<file path="src/rtl/mod_counter_monitor.sv">
// Modulo up/down counter (load > en > hold) with a built-in bounded-value checker.
// Latency: count/wrap/load_err update one clock after the request; violation is combinational.
// Backpressure: none; the counter accepts a command every cycle.
module mod_counter_monitor #(
    parameter int WIDTH  = 5,
    parameter int MODULO = 23,
    parameter int BOUND  = 10,
    parameter int VCNT_W = 8
) (
    input  logic              clock,
    input  logic              reset,
    input  logic              en,
    input  logic              up,
    input  logic              load,
    input  logic [WIDTH-1:0]  load_value,
    input  logic              clear_viol,
    output logic [WIDTH-1:0]  count,
    output logic              wrap,
    output logic              load_err,
    output logic              check_active,
    output logic              violation,
    output logic              violation_sticky,
    output logic [VCNT_W-1:0] viol_count
);

    generate
        if (MODULO < 2 || MODULO > (1 << WIDTH)) begin : g_bad_modulo
            $error("mod_counter_monitor: MODULO out of range 2..2**WIDTH");
        end
        if (BOUND < 1 || BOUND > (1 << WIDTH)) begin : g_bad_bound
            $error("mod_counter_monitor: BOUND out of range 1..2**WIDTH");
        end
    endgenerate

    // Comparisons are done one bit wider so MODULO/BOUND == 2**WIDTH stay representable.
    localparam logic [WIDTH:0]   MOD_W   = (WIDTH+1)'(MODULO);
    localparam logic [WIDTH:0]   BOUND_W = (WIDTH+1)'(BOUND);
    localparam logic [WIDTH-1:0] MAX_CNT = WIDTH'(MODULO - 1);

    logic armed;
    logic prev_nz;

    always_ff @(posedge clock or negedge reset) begin
        if (!reset) begin
            count    <= '0;
            wrap     <= 1'b0;
            load_err <= 1'b0;
        end else if (load) begin
            wrap <= 1'b0;
            if ({1'b0, load_value} < MOD_W) begin
                count    <= load_value;
                load_err <= 1'b0;
            end else begin
                count    <= '0;
                load_err <= 1'b1;
            end
        end else if (en) begin
            load_err <= 1'b0;
            if (up) begin
                if (count == MAX_CNT) begin
                    count <= '0;
                    wrap  <= 1'b1;
                end else begin
                    count <= count + WIDTH'(1);
                    wrap  <= 1'b0;
                end
            end else begin
                if (count == '0) begin
                    count <= MAX_CNT;
                    wrap  <= 1'b1;
                end else begin
                    count <= count - WIDTH'(1);
                    wrap  <= 1'b0;
                end
            end
        end else begin
            wrap     <= 1'b0;
            load_err <= 1'b0;
        end
    end

    // armed is only ever written by reset, so it stays unknown until the first reset arrives.
    always_ff @(posedge clock or negedge reset) begin
        if (!reset) begin
            armed <= 1'b1;
        end else begin
            armed <= armed;
        end
    end

    assign check_active = armed & reset;
    assign violation    = check_active & prev_nz & ({1'b0, count} >= BOUND_W);

    always_ff @(posedge clock or negedge reset) begin
        if (!reset) begin
            prev_nz          <= 1'b0;
            violation_sticky <= 1'b0;
            viol_count       <= '0;
        end else begin
            prev_nz <= |count;
            if (violation) begin
                // A violation coinciding with a clear restarts the tally at one.
                violation_sticky <= 1'b1;
                if (clear_viol) begin
                    viol_count <= VCNT_W'(1);
                end else if (viol_count != '1) begin
                    viol_count <= viol_count + VCNT_W'(1);
                end
            end else if (clear_viol) begin
                violation_sticky <= 1'b0;
                viol_count       <= '0;
            end
        end
    end

endmodule

</file>
<file path="config.mk">
export PLATFORM = sky130hd
export DESIGN_NAME = mod_counter_monitor
export DESIGN_NICKNAME = d
export VERILOG_FILES = /design/src/rtl/mod_counter_monitor.sv
export SDC_FILE = /design/constraint.sdc
export NUM_CORES = 1
export LEC_CHECK = 0
export CORE_MARGIN = 8
export CORE_UTILIZATION = 48
export CTS_CLUSTER_DIAMETER = 30
export DETAILED_ROUTE_END_ITERATION = 10
export GPL_TIMING_DRIVEN = 0
export MAX_ROUTING_LAYER = met4
export PLACE_DENSITY = 0.83
export SYNTH_ARGS = -nofsm -noshare
export SYNTH_HDL_FRONTEND = slang
export SYNTH_SLANG_ARGS = --single-unit
</file>
<file path="constraint.sdc">
create_clock -name clock -period 2.3 [get_ports clock]
set_input_delay 0.345 -clock clock [delete_from_list [all_inputs] [get_ports clock]]
set_output_delay 0.345 -clock clock [all_outputs]
set_load 0.1 [all_outputs]
</file>
==> run_results.csv, run 1 <==
group,metric,value,unit
outcome,status,"finished, final reports clean",
final_layout,synthToLayoutAreaGrowth,32.54,%
power,vdd_ir_drop_max,0.4466,mV
floorplan,die_area,0.004249,mm^2
sta,finalCriticalPeriod,2268,ps
yosys,syn_inst,126,
final_layout,fin_nets,177,
drt,wl_per_cell,15.36,um
placement,gp_congestion,0.8638,
worst_setup_path,cp-end-kind,"output pin",
worst_setup_path,startpoint_type,"register",
floorplan,initial_core_util,0.4864,
sta,slew_headroom,0.3471,
drt,drt_iter0_drc,70,
sta,tns,0,ps
grt,grt_pass1_vias,1143,
worst_setup_path,cp_num_buf_inv,1,
worst_setup_path,critPathArrivalTime,1920,ps
floorplan,die_h,65.19,um
final_layout,antenna_cells,0,
floorplan,dieWidth,65.19,um
worst_setup_path,crit_fanout,6,
yosys,synth_seq_cells,17,
final_layout,fillers,210,
drt,drtPass1Iterations,4,
sta,setup_viol,0,
worst_setup_path,slowest_stage,"clkdlybuf4s50_1",
sta,fin_crit_sh,0.9861,
drt,num_vias,1124,
clock_tree,cts_buffer_depth,2,
yosys,synth_edf_count,0,
placement,io_buffers,28,
floorplan,std_cell_rows,18,
grt,overflow,0,
drt,drc,0,
drt,wl,2.933,mm
yosys,synth.distinct_cells,47,
yosys,synthArstFlopShare,1.000,
worst_setup_path,crit_type,"reg2out",
floorplan,core_area,0.002387,mm^2
clock_tree,cts_made_buffers,3,
yosys,syn_area,0.001161,mm^2
drt,via_per_inst,5.885,
clock_tree,htree_levels,1,
power,cellLeakagePower,0.6745,nW
clock_tree,cts_root_buffer,"clkbuf_4",
sta,hold_viol,0,
worst_setup_path,cpPeakStageDelay,1180,ps
sta,fmax,440.9,MHz
clock_tree,path_clk_slew,110,ps
yosys,yosys_warnings,0,
final_layout,layout-drive-gt1-share,0.1491,
sta,tightest_slew,976.3,ps
clock_tree,cts_tree,"yes",
grt,grt_first_pass_wirelength,4.795,mm
power,power_density,628.3,mW/mm^2
clock_tree,worstSkewPairLatency,290,ps
placement,numPlacedInstances,184,
worst_setup_path,path_delay_family,"buffers and inverters",
grt,antenna_found_initial,0,
sta,finalMaxSlewViolations,0,
final_layout,fin_cells,191,
yosys,syn_nets,141,
worst_setup_path,path_cells,"clkdlybuf4s50_1",
yosys,synthFlopType,"dfrtp_1",
yosys,yosysSeqAreaShare,0.3664,
yosys,postSynthAreaPerCell,9.215,um^2
placement,dpl.hpwl,2.207,mm
grt,grt_use_total,0.1386,
worst_setup_path,crit_required,1960,ps
hold_path,hold_class,"in2async",
grt,grt_max_degree,20,
sta,fin_skew,8.248,ps
clock_tree,numClockSinks,17,
floorplan,pin_count,29,
drt,antenna_left,0,
run,max_cap_violations,0,
-- registers in the layout, indices dropped and copies added (netlist names) --
name and flops:
load_err 1, count 5, violation_sticky 1, wrap 1, viol_count 8, prev_nz 1
-- report_power, final --
group          switching (mW)  internal (mW)  leakage, nW  total (mW)
Combinational           0.316          0.131        0.439       0.447
Clock                  0.0953         0.0645       0.0177       0.160
Sequential             0.0369          0.323        0.217       0.360
Total                   0.449          0.518        0.675       0.967
-- worst paths after layout --
path                                                   start  depth (start not counted)  slack [ps]                            to
worst max-delay path               viol_count[2]$_DFFE_PN0P_                          1          30                 viol_count[2]
worst min-delay path                                   reset                          1         100     viol_count[5]$_DFFE_PN0P_
worst max register to register          count[0]$_DFFE_PN0P_                          7         350     viol_count[5]$_DFFE_PN0P_
worst min register to register  violation_sticky$_DFFE_PN0P_                          1         510  violation_sticky$_DFFE_PN0P_
max in group asynchronous                              reset                          1        1850          count[0]$_DFFE_PN0P_
min in group clock              violation_sticky$_DFFE_PN0P_                          1         510  violation_sticky$_DFFE_PN0P_
-- metal layers --
metal | global-route usage | wire length, um | vias to the layer above
met5 | - | 0 | -
met4 | 0.05177 | 8 | 0
met3 | 0.03401 | 189 | 2
met2 | 0.2423 | 1502 | 39
met1 | 0.1478 | 1232 | 549
li1 | - | - | 534
-- area by class of cell --
class	instances	area (um^2)	area share
plain buffers	6	27.53	0.01789
multi-input cells	93	678.2	0.4406
well taps	30	37.54	0.02439
flip-flops and latches	17	427.9	0.2780
clock buffers	3	22.52	0.01463
inverters	10	37.54	0.02439
repair buffers	31	302.8	0.1967
clock inverters	1	5.005	0.003252
-- cells in the final DEF, fill, tap and decap left out, drive strengths merged, types with 2 or more instances in the layout --
master,count
a31oi,3
nand2,5
nand3b,2
o21bai,2
clkdlybuf4s15,2
buf,6
nor2b,3
a22oi,2
nand3,8
clkdlybuf4s50,21
a21o,2
dlygate4sd2,2
or3,2
nor4,4
dlymetal6s2s,2
o31ai,2
dfrtp,17
o21ai,7
ha,4
clkbuf,7
inv,10
xnor2,2
a21oi,10
o211ai,2
mux2i,2
mux2,2
nor2,11
nand2b,2
-- through the flow --
| stage | setup WS [ps] | hold slack [ps] | utilization | area, um^2 | power (mW) |
|---|---|---|---|---|---|
| floorplan | 37.01 | 49.41 | - | 1171 | 0.6853 |
| global placement | -1068 | 465.9 | 0.6237 | 1489 | 0.7951 |
| detailed placement | -1102 | 487.8 | 0.6237 | 1489 | 0.8061 |
| CTS | -118.5 | 108.4 | 0.6357 | 1518 | 0.9579 |
| global route | -9.964 | 128.5 | 0.6447 | 1539 | 1.011 |
| finish | 32.06 | 95.69 | 0.6447 | 1539 | 0.9670 |
-- synthesized netlist by cell type (2+ instances only) --
cell,n,area [um^2]
a21o_1,2,15.01
a21oi_1,10,50.05
a22oi_1,2,15.01
a31oi_1,3,18.77
clkbuf_1,4,15.01
dfrtp_1,17,425.4
ha_1,4,50.05
inv_1,9,33.78
mux2i_1,2,20.02
nand2_1,5,18.77
nand2b_1,2,12.51
nand3_1,7,35.03
nand3b_1,2,15.01
nor2_1,11,41.29
nor2b_1,3,18.77
nor4_1,3,18.77
o21ai_0,6,30.03
o21bai_1,2,15.01
o31ai_1,2,15.01
or3_1,2,12.51
xnor2_1,2,17.52
-- what timing repair did --
action | in CTS | in global routing
pin swaps | 0 | 1
setup endpoints to repair | 5 | 3
resized for setup | 11 | 4
setup buffers | 0 | 3
hold buffers | 0 | 0
hold endpoints to repair | 0 | 0
-- logic make-up after synthesis --
logic type,share of synthesized area
AO/OA/AOI/OAI,0.2511
AND/OR/NAND/NOR,0.2209
buffers and inverters,0.05602
XOR/XNOR,0.02263
flip-flops,0.3664
adder cells (fa/ha/maj),0.04311
multiplexers,0.03987
No activity file was read; power rests on OpenSTA's default activity.
==> inputs of run 2 (changes only) <==
--- a/config.mk
+++ b/config.mk
@@ -10,6 +10,7 @@
 export CTS_CLUSTER_DIAMETER = 30
 export DETAILED_ROUTE_END_ITERATION = 10
 export GPL_TIMING_DRIVEN = 0
+export HOLD_SLACK_MARGIN = 0.12
 export MAX_ROUTING_LAYER = met4
 export PLACE_DENSITY = 0.83
 export SYNTH_ARGS = -nofsm -noshare
==> run 2 against run 1 <==
Against the previous run:
- global-route usage grew 0.29 points
- worst setup slack lost 13 ps
- critical path depth is the same
- fmax shrank 0.56%
- sequential share of layout area shrank 0.18 points
- hold slack gained 420 ps
- combinational power is essentially flat
- non-clock buffer count grew 1
- register-to-register slack is essentially flat
- clock skew shrank 2.9 ps
- highest routed layer unchanged
==> run_results.csv, run 2 (same netlist as run 1, synthesis figures left out) <==
group,metric,value,unit
hold_path,min_from,"violation_sticky$_DFFE_PN0P_",
sta,whs,512.1,ps
clock_tree,numClockSinks,17,
worst_setup_path,crit_fanout,6,
grt,antenna_found_initial,0,
final_layout,largest_register,"viol_count",
sta,finalMaxSlewViolations,0,
clock_tree,htree_levels,1,
final_layout,top_regs,"viol_count: 8 flops, count: 5 flops",
power,vdd_ir_drop_max,0.4468,mV
floorplan,die_h,65.19,um
floorplan,core_area,0.002387,mm^2
final_layout,layout-drive-gt1-share,0.1481,
worst_setup_path,reg2reg_from,"count[0]$_DFFE_PN0P_",
worst_setup_path,path_cells,"clkdlybuf4s50_1",
clock_tree,path_clk_slew,110,ps
floorplan,dieWidth,65.19,um
placement,gp_congestion,0.8638,
grt,overflow,0,
drt,antenna_left,0,
placement,io_buffers,28,
floorplan,initial_core_util,0.4864,
power,power_density,627.0,mW/mm^2
run,max_cap_violations,0,
power,cellLeakagePower,0.6787,nW
worst_setup_path,crit_required,1960,ps
floorplan,std_cell_rows,18,
drt,wl_per_cell,15.73,um
clock_tree,cts_root_buffer,"clkbuf_4",
clock_tree,cts_buffer_depth,2,
final_layout,ff_latch_area,427.9,um^2
drt,drc,0,
final_layout,antenna_cells,0,
final_layout,multi_input_area,678.2,um^2
floorplan,die_area,0.004249,mm^2
grt,grt_first_pass_wirelength,4.878,mm
worst_setup_path,critPathArrivalTime,1940,ps
sta,slew_headroom,0.3472,
clock_tree,cts_tree,"yes",
sta,fmax,438.5,MHz
drt,drtPass1Iterations,4,
worst_setup_path,cp_num_buf_inv,1,
worst_setup_path,crit_type,"reg2out",
floorplan,pin_count,29,
sta,fin_skew,5.299,ps
drt,drt_iter0_drc,86,
final_layout,fin_nets,178,
placement,dpl.hpwl,2.207,mm
worst_setup_path,crit_start,"viol_count[2]$_DFFE_PN0P_",
worst_setup_path,cp-end-kind,"output pin",
sta,fin_crit_sh,0.9916,
clock_tree,worstSkewPairLatency,290,ps
sta,setup_viol,0,
worst_setup_path,startpoint_type,"register",
grt,grt_use_total,0.1415,
hold_path,hold_class,"reg2reg",
sta,finalCriticalPeriod,2281,ps
final_layout,fillers,209,
worst_setup_path,path_delay_family,"buffers and inverters",
grt,grt_max_degree,18,
final_layout,final_common_cell,"clkdlybuf4s50_1",
final_layout,synthToLayoutAreaGrowth,33.41,%
worst_setup_path,slowest_stage,"clkdlybuf4s50_1",
placement,pre_cts_ws,-1102,ps
grt,grt_pass1_vias,1157,
drt,wl,3.020,mm
sta,tightest_slew,976.1,ps
sta,setup_ws,19.31,ps
sta,hold_viol,0,
drt,via_per_inst,5.917,
outcome,status,"finished, final reports clean",
drt,num_vias,1136,
worst_setup_path,cpPeakStageDelay,1180,ps
clock_tree,cts_made_buffers,3,
final_layout,largest_register_ffs,8,
final_layout,most-common-layout-cells,"clkdlybuf4s50_1, dfrtp_1, nor2_1, a21oi_1, inv_1",
## run 2: changes by cell type in the layout (fill, tap and decap cells not counted), sizes merged
cell and delta:
dlygate4sd3 +1
## run 2: worst paths after layout
check                      depth (start not counted)                      endpoint  slack [ps]
max                                                1                 viol_count[2]          20
min                                                1  violation_sticky$_DFFE_PN0P_         510
max reg2reg                                        7     viol_count[5]$_DFFE_PN0P_         350
min reg2reg                                        1  violation_sticky$_DFFE_PN0P_         510
max in group asynchronous                          2          count[1]$_DFFE_PN0P_         930
min in group asynchronous                          2     viol_count[5]$_DFFE_PN0P_         850
## run 2: power by group
part           switching [mW]  internal, mW  leakage, nW
Clock                  0.0973        0.0645       0.0177
Combinational           0.318         0.132        0.444
Sequential             0.0368         0.323        0.217
Total                   0.452         0.520        0.679
## run 2: per-layer routing
layer  share of wire  GRT usage  vias up
li1                -          -      538
met4          0.0043    0.05177        0
met5               0          -        -
met1            0.42     0.1508      556
met3           0.062    0.03401        2
met2            0.51     0.2485       40
## run 2: per-stage QoR
stage	util	instance area (um^2)	cells	total power, mW	TNS [ps]
final	0.6488	1549	192	0.9713	0
after detailed placement	0.6237	1489	184	0.8061	-3873
after global routing	0.6488	1549	192	1.014	-10.85
after floorplan	-	1171	126	0.6853	0
after global placement	0.6237	1489	184	0.7951	-3270
after CTS	0.6399	1528	189	0.9601	-118.5
## run 2: final cells by class
| cell class | instances | area share |
|---|---|---|
| multi-input cells | 93 | 0.4378 |
| flip-flops and latches | 17 | 0.2763 |
| repair buffers | 32 | 0.2019 |
| inverters | 10 | 0.02423 |
| well taps | 30 | 0.02423 |
| plain buffers | 6 | 0.01777 |
| clock buffers | 3 | 0.01454 |
| clock inverters | 1 | 0.003231 |
## run 2: what timing repair did
item / in CTS / in global routing
buffers inserted: 0 / 3
gates resized for setup: 11 / 4
hold buffers: 1 / 0
endpoints found under the hold margin: 17 / 0
pin swaps: 0 / 1
endpoints found under the setup margin: 5 / 3
